===== config.mk =====
export PLATFORM = sky130hd
export DESIGN_NAME = seg7_result_display
export DESIGN_NICKNAME = d
export VERILOG_FILES = /design/src/rtl/seg7_result_display.sv
export SDC_FILE = /design/constraint.sdc
export NUM_CORES = 1
export LEC_CHECK = 0
export CAP_MARGIN = 20
export CORE_MARGIN = 5
export CORE_UTILIZATION = 40
export DETAILED_ROUTE_END_ITERATION = 10
export GPL_TIMING_DRIVEN = 0
export SYNTH_ARGS = -nofsm -noshare
export SYNTH_HDL_FRONTEND = slang
export SYNTH_SLANG_ARGS = --single-unit

===== constraint.sdc =====
create_clock -name clk -period 2.85 [get_ports clk]
set_clock_uncertainty 0.1 [all_clocks]
set_input_delay 0.57 -clock clk [delete_from_list [all_inputs] [get_ports clk]]
set_output_delay 0.57 -clock clk [all_outputs]
set_load 0.05 [all_outputs]

===== src/rtl/seg7_result_display.sv =====
// Four-digit multiplexed hex display driver with frame-aligned commit of loaded values.
// Optional build macro SEG7_LEADING_ZERO_BLANK_EN blanks leading zero digits (digit 0 always shown).
module seg7_result_display #(
  parameter int REFRESH_DIV = 50000,
  parameter bit ACTIVE_LOW  = 1'b1
) (
  input  logic        clk,
  input  logic        rst,
  input  logic [15:0] value,
  input  logic        load,
  output logic [3:0]  anodes,
  output logic [6:0]  segments,
  output logic        dp,
  output logic        busy
);

  localparam int DIV_W = (REFRESH_DIV > 2) ? $clog2(REFRESH_DIV) : 1;
  localparam logic [DIV_W-1:0] DIV_LAST = DIV_W'(REFRESH_DIV - 1);
  localparam logic [3:0] AN_OFF  = ACTIVE_LOW ? 4'hF : 4'h0;
  localparam logic [6:0] SEG_OFF = ACTIVE_LOW ? 7'h7F : 7'h00;
  localparam logic       DP_OFF  = ACTIVE_LOW;

  logic [DIV_W-1:0] div;
  logic [1:0]       dig;
  logic [15:0]      disp;
  logic [15:0]      pend;
  logic             pend_v;
  logic             wrap;
  logic             frame_end;
  logic [3:0]       nibble;
  logic [6:0]       glyph;
  logic             blank;
  logic [3:0]       an_logic;
  logic [6:0]       seg_logic;

  assign wrap      = (div == DIV_LAST);
  assign frame_end = wrap && (dig == 2'd3);
  assign busy      = pend_v;

  // A load landing on the frame boundary bypasses the pending buffer.
  always_ff @(posedge clk) begin
    if (rst) begin
      div    <= '0;
      dig    <= 2'd0;
      disp   <= 16'h0000;
      pend   <= 16'h0000;
      pend_v <= 1'b0;
    end else begin
      div <= wrap ? '0 : div + 1'b1;
      if (wrap) begin
        dig <= dig + 2'd1;
      end
      if (frame_end) begin
        if (load) begin
          disp <= value;
        end else if (pend_v) begin
          disp <= pend;
        end
        pend_v <= 1'b0;
      end else if (load) begin
        pend   <= value;
        pend_v <= 1'b1;
      end
    end
  end

  always_comb begin
    nibble = 4'h0;
    blank  = 1'b0;
    case (dig)
      2'd0: nibble = disp[3:0];
      2'd1: nibble = disp[7:4];
      2'd2: nibble = disp[11:8];
      default: nibble = disp[15:12];
    endcase
`ifdef SEG7_LEADING_ZERO_BLANK_EN
    case (dig)
      2'd1: blank = (disp[15:4] == 12'h000);
      2'd2: blank = (disp[15:8] == 8'h00);
      2'd3: blank = (disp[15:12] == 4'h0);
      default: blank = 1'b0;
    endcase
`endif
  end

  always_comb begin
    glyph = 7'b0000000;
    case (nibble)
      4'h0: glyph = 7'b0111111;
      4'h1: glyph = 7'b0000110;
      4'h2: glyph = 7'b1011011;
      4'h3: glyph = 7'b1001111;
      4'h4: glyph = 7'b1100110;
      4'h5: glyph = 7'b1101101;
      4'h6: glyph = 7'b1111101;
      4'h7: glyph = 7'b0000111;
      4'h8: glyph = 7'b1111111;
      4'h9: glyph = 7'b1101111;
      4'hA: glyph = 7'b1110111;
      4'hB: glyph = 7'b1111100;
      4'hC: glyph = 7'b0111001;
      4'hD: glyph = 7'b1011110;
      4'hE: glyph = 7'b1111001;
      default: glyph = 7'b1110001;
    endcase
  end

  assign an_logic  = 4'b0001 << dig;
  assign seg_logic = blank ? 7'b0000000 : glyph;

  // Anodes and segments share one register so they always switch together.
  always_ff @(posedge clk) begin
    if (rst) begin
      anodes   <= AN_OFF;
      segments <= SEG_OFF;
      dp       <= DP_OFF;
    end else begin
      anodes   <= ACTIVE_LOW ? ~an_logic : an_logic;
      segments <= ACTIVE_LOW ? ~seg_logic : seg_logic;
      dp       <= DP_OFF;
    end
  end

endmodule


==> flow_summary.ini, run 1 <==
[status]
status = completed

[hold_path]
min_path_type = flip-flop to flip-flop

[clock_network]
ctsHtreeMaxLevel = 3
cts_buffers = 9
cts_hold_buffers = 0
clockBufferDepth = 2
clock_sinks = 62
postCtsSetupBuffers = 0
cts_resized = 0
clock_latency_ps = 340
clockRootBuffer = clkbuf_8
clk_pin_slew_ps = 70
cts_tree = yes

[setup_path]
criticalPathCategory = flip-flop to flip-flop
critical_path.max_fanout = 6
cp-end-kind = flip-flop
slowest_stage = dfxtp_1
crit_required_ps = 2970
startpoint_type = flip-flop
worstPathArrival_ps = 2710
critPathMaxStageDelay_ps = 400
cp_cell_sequence = inv_1 > ha_1 > a222oi_1 > nand2_1 > o21ai_2 > inv_1 > ha_1 > mux2_1 > a221o_1

[detailed_routing]
vias = 2285
detail-route-antenna-nets = 0
drc = 0
routedWlPerCell_um = 13.9
via_per_inst = 5.00
wl_um = 6330
drtPass1Iterations = 4
drt_iter0_drc = 99

[grt]
grt-ovfl-total = 0
grt_pass1_vias = 2208
antenna_found_initial = 0
grt_pass1_wl_um = 10700
grtUsageTotal_pct = 13.7
grt_max_degree = 12

[sta]
setup_tns_ps = 0
tightest_slew_ps = 803
maxSlewHeadroom_pct = 46.4
fin_ws_ps = 264
drv_slew = 0
period_share_pct = 90.7
rsz0062_at_grt = no
hold_viol = 0
setup_viol = 0
fmax_ghz = 0.387
fin_crit_ps = 2590

[placement]
hpwl_um = 4520
dpl-instance-area_mm2 = 0.00352
place_inst = 441
portBuffers = 29
dpl_worst_slack_ps = 48.1
routabilityCongestion = 0.854

[finish]
drive_above_1_share_pct = 12.4
fin_area_mm2 = 0.00375
regArea_mm2 = 0.00124
instances_no_fill = 457
nets = 382
final_util_pct = 49.1
syn_to_final_growth_pct = 21.2
antennaDiodeCount = 0
multi_input_area_mm2 = 0.00166
fillerInstances = 729

[logic_synthesis]
async_reset_ff_share_pct = 0
ys_warn_count = 0
synthCells = 310
yosys.area_share.simple_pct = 17.2
syn_area_mm2 = 0.00310
syn_nets = 342
ys_seq_area_share_pct = 40.1
synthFlopType = dfxtp_1
synth_xor_area_share_pct = 3.68
syn_avg_cell_area_um2 = 9.99
synth.distinct_cells = 46
synth_compound_area_share_pct = 13.8
synth_edf_count = 0
yosys-mux-area-fraction_pct = 13.3
synth_top_family_by_area = simple AND/OR/NAND/NOR gates
synth_seq_cells = 62
synthAdderAreaFrac_pct = 5.25

[pwr]
leakage_uw = 0.00147
p_per_area_mw_per_mm2 = 521
vdd_drop_max_v = 0.000291

[floorplan]
die-area_mm2 = 0.00960
initial_core_util_pct = 40.5
rows = 32
fp.dieW_um = 98.0
io_pins = 32
coreArea_mm2 = 0.00765
die_y_um = 98.0

[flow_run]
drv_cap = 0
-- critical path, delay by kind of cell (launching register included) --
kind / cells / cell delay (ps)
compound gates: 3 / 820
fa+ha+maj: 2 / 520
buf+inv: 2 / 210
flops: 1 / 400
mux: 1 / 310
simple gates: 1 / 110
-- state kept, by name, summed over array words and instances (netlist names) --
| name | count |
|---|---|
| dig | 2 |
| busy | 1 |
| segments | 7 |
| pend | 16 |
| div | 16 |
| anodes | 4 |
| disp | 16 |
-- layer usage --
layer	track usage [%]	vias up	share of wire, %
li1	-	1173	-
met1	18.7	1066	51
met2	20.4	35	44
met3	4.43	11	4.1
met4	4.47	0	1.4
met5	0	-	0
-- metrics by stage --
step | hold WS [ps] | total power [uW]
CTS | 349 | 1980
global route | 367 | 2040
finish | 350 | 1960
detailed placement | 335 | 1090
global placement | 325 | 1090
floorplan | 313 | 1030
-- kinds of logic (layout without fill, tap and decap cells) --
logic type	Yosys count	in the layout
AOI/OAI and AO/OA	57	57
xor gates and xnor gates	13	13
adders and majority gates	13	13
buffers and inverters	34	79
DFF	62	62
muxes	41	41
other	1	1
and+or+nand+nor	89	89
-- Yosys cell counts, types with 3 or more instances --
library cell / instances / area, um2
dfxtp_1: 62 / 1240
a21oi_1: 19 / 95.1
clkbuf_1: 11 / 41.3
nand4_1: 5 / 31.3
buf_2: 5 / 25.0
buf_6: 4 / 45.0
nand2b_1: 36 / 225
mux2i_1: 39 / 390
a221o_1: 3 / 30.0
a211oi_1: 11 / 82.6
xnor2_1: 4 / 35.0
nand3_1: 5 / 25.0
a222oi_1: 3 / 30.0
ha_1: 13 / 163
nand2_1: 3 / 11.3
and2_1: 3 / 18.8
inv_1: 10 / 37.5
nor2_1: 21 / 78.8
a211oi_2: 7 / 87.6
xor2_1: 9 / 78.8
-- layout make-up --
class                      instances  share of cell area (%)
buffer                            24                    4.43
tap                              102                    3.40
sequential                        62                    33.1
clock buffer                      11                    4.03
multi-input combinational        214                    44.1
inverter                          10                    1.00
clock inverter                     5                    2.17
timing repair buffer              29                    7.73
-- power breakdown --
group	internal, uW	total [uW]	leakage [uW]	switching, uW
clock network	540	889	0.000116	349
logic	78.9	167	0.000848	88.6
registers	890	901	0.000507	10.7
total	1510	1960	0.00147	448
-- cells in the final DEF (no fill, tap or decap), drive strengths merged, types with 10 or more instances in the layout --
master	n
dfxtp	62
mux2i	39
nand2b	36
clkdlybuf4s50	29
clkbuf	22
nor2	21
a21oi	21
a211oi	18
ha	13
buf	13
inv	10
-- worst paths after layout --
| check | from | to | slack, ps | depth (start not counted) |
|---|---|---|---|---|
| worst min register to register | div[0] | div[0] | 350 | 1 |
| worst max register to register | dig[1] | segments[6] | 260 | 9 |
| worst min-delay path | div[0] | div[0] | 350 | 1 |
| worst max-delay path | dig[1] | segments[6] | 260 | 9 |
(Power assumes the default switching activity.)
==> run 2, diff against run 1 <==
- CTS_CLUSTER_SIZE: unset -> 14
- MAX_ROUTING_LAYER: unset -> met4
==> flow_summary.ini, run 2 (synthesis results as in run 1) <==
[clock_network]
clk_pin_slew_ps = 70
clockRootBuffer = clkbuf_8
clockBufferDepth = 2
cts_buffers = 9
clock_latency_ps = 340
clock_sinks = 62
ctsHtreeMaxLevel = 3
cts_tree = yes
cts_hold_buffers = 0
postCtsSetupBuffers = 0

[setup_path]
cp_top_family = compound AO/OA/AOI/OAI gates
slowest_stage = dfxtp_1
critical_path.max_fanout = 6
r2r_start = dig[1]
cp.depth = 9
startpoint_type = flip-flop
rrSetupSlack_ps = 250
critPathBufInv = 2
worstPathArrival_ps = 2720
cp_cell_sequence = inv_1 > ha_1 > a222oi_1 > nand2_1 > o21ai_2 > inv_1 > ha_1 > mux2_1 > a221o_1
rr_endpoint = segments[6]
endpoint = segments[6]
cp-end-kind = flip-flop
critPathMaxStageDelay_ps = 400
crit_required_ps = 2970
criticalPathCategory = flip-flop to flip-flop
startpoint = dig[1]
rr_worst_depth = 9

[finish]
fillerInstances = 729
nets = 382
syn_to_final_growth_pct = 21.2
largestRegisters = disp (16), div (16), pend (16)
drive_above_1_share_pct = 12.4
regArea_mm2 = 0.00124
final_cell_mix = dfxtp_1 (61), mux2i_1 (39), nand2b_1 (36)
fin_area_mm2 = 0.00375
antennaDiodeCount = 0
final_common_cell = dfxtp_1
final_util_pct = 49.1
multi_input_area_mm2 = 0.00166

[floorplan]
initial_core_util_pct = 40.5
coreArea_mm2 = 0.00765
die_y_um = 98.0
rows = 32
die-area_mm2 = 0.00960
io_pins = 32
fp.dieW_um = 98.0

[sta]
fin_hold_ws_ps = 350
maxSlewHeadroom_pct = 50.0
period_share_pct = 91.3
fmax_ghz = 0.384
drv_slew = 0
fin_crit_ps = 2600
rsz0062_at_grt = no
hold_viol = 0
setup_tns_ps = 0
setup_viol = 0
tightest_slew_ps = 729

[pwr]
leakage_uw = 0.00147
p_per_area_mw_per_mm2 = 521
vdd_drop_max_v = 0.000289

[placement]
portBuffers = 29
dpl-instance-area_mm2 = 0.00352
hpwl_um = 4520
routabilityCongestion = 0.868

[status]
status = completed

[grt]
grt_max_degree = 12
grt_pass1_wl_um = 10700
grt-ovfl-total = 0
grt_pass1_vias = 2200
grtUsageTotal_pct = 14.1
antenna_found_initial = 0

[detailed_routing]
wl_um = 6340
routedWlPerCell_um = 13.9
drc = 0
drtPass1Iterations = 5
vias = 2280
via_per_inst = 4.99
detail-route-antenna-nets = 0
drt_iter0_drc = 93

[hold_path]
min_path_type = flip-flop to flip-flop

[flow_run]
drv_cap = 0
-- run 2: cell counts in the layout (fill, tap and decap cells not counted) --
Identical to the previous run, type by type.
-- run 2: area by class of cell --
class / count / area share [%]
Tap cell: 102 / 3.40
Inverter: 10 / 1.00
Timing Repair Buffer: 29 / 7.73
Clock buffer: 11 / 4.03
Multi-Input combinational cell: 214 / 44.1
Buffer: 24 / 4.43
Sequential cell: 62 / 33.1
Clock inverter: 5 / 2.17
-- run 2: timing repair --
item / CTS / global route
resized for setup: 0 / 2
setup endpoints to repair: 0 / 3
endpoints found under the hold margin: 0 / 0
-- run 2: metrics by stage --
stage / total power, uW / instances / setup WS [ps]
finish: 1960 / 457 / 248
global route: 2050 / 457 / 39.8
CTS: 1980 / 457 / 44.8
detailed placement: 1090 / 441 / 48.1
global placement: 1090 / 441 / 42.9
floorplan: 1030 / 310 / 428
-- run 2: how the worst min path moves through the flow --
| stage | start | to | slack [ps] | cells after the start |
|---|---|---|---|---|
| detailed placement | div[0] | div[0] | 330 | 1 |
| floorplan | div[0] | div[0] | 310 | 1 |
| global route | div[0] | div[0] | 370 | 1 |
| CTS | div[0] | div[0] | 350 | 1 |
| finish | div[0] | div[0] | 350 | 1 |
| global placement | div[0] | div[0] | 330 | 1 |
-- run 2: report_power, final --
part	leakage [uW]	internal (uW)	switching, uW
Combinational	0.000848	78.9	88.3
Clock	0.000116	540	348
Sequential	0.000507	890	10.5
Total	0.00147	1510	447
-- run 2: routing by layer --
metal / vias up / routed length [um] / part of all wire, % / global-route usage (%)
met4: 0 / 83 / 1.3 / 4.47
met2: 40 / 2770 / 44 / 20.4
met5: - / 0 / 0 / -
met1: 1058 / 3220 / 51 / 19.0
li1: 1172 / - / - / -
met3: 10 / 264 / 4.2 / 4.21
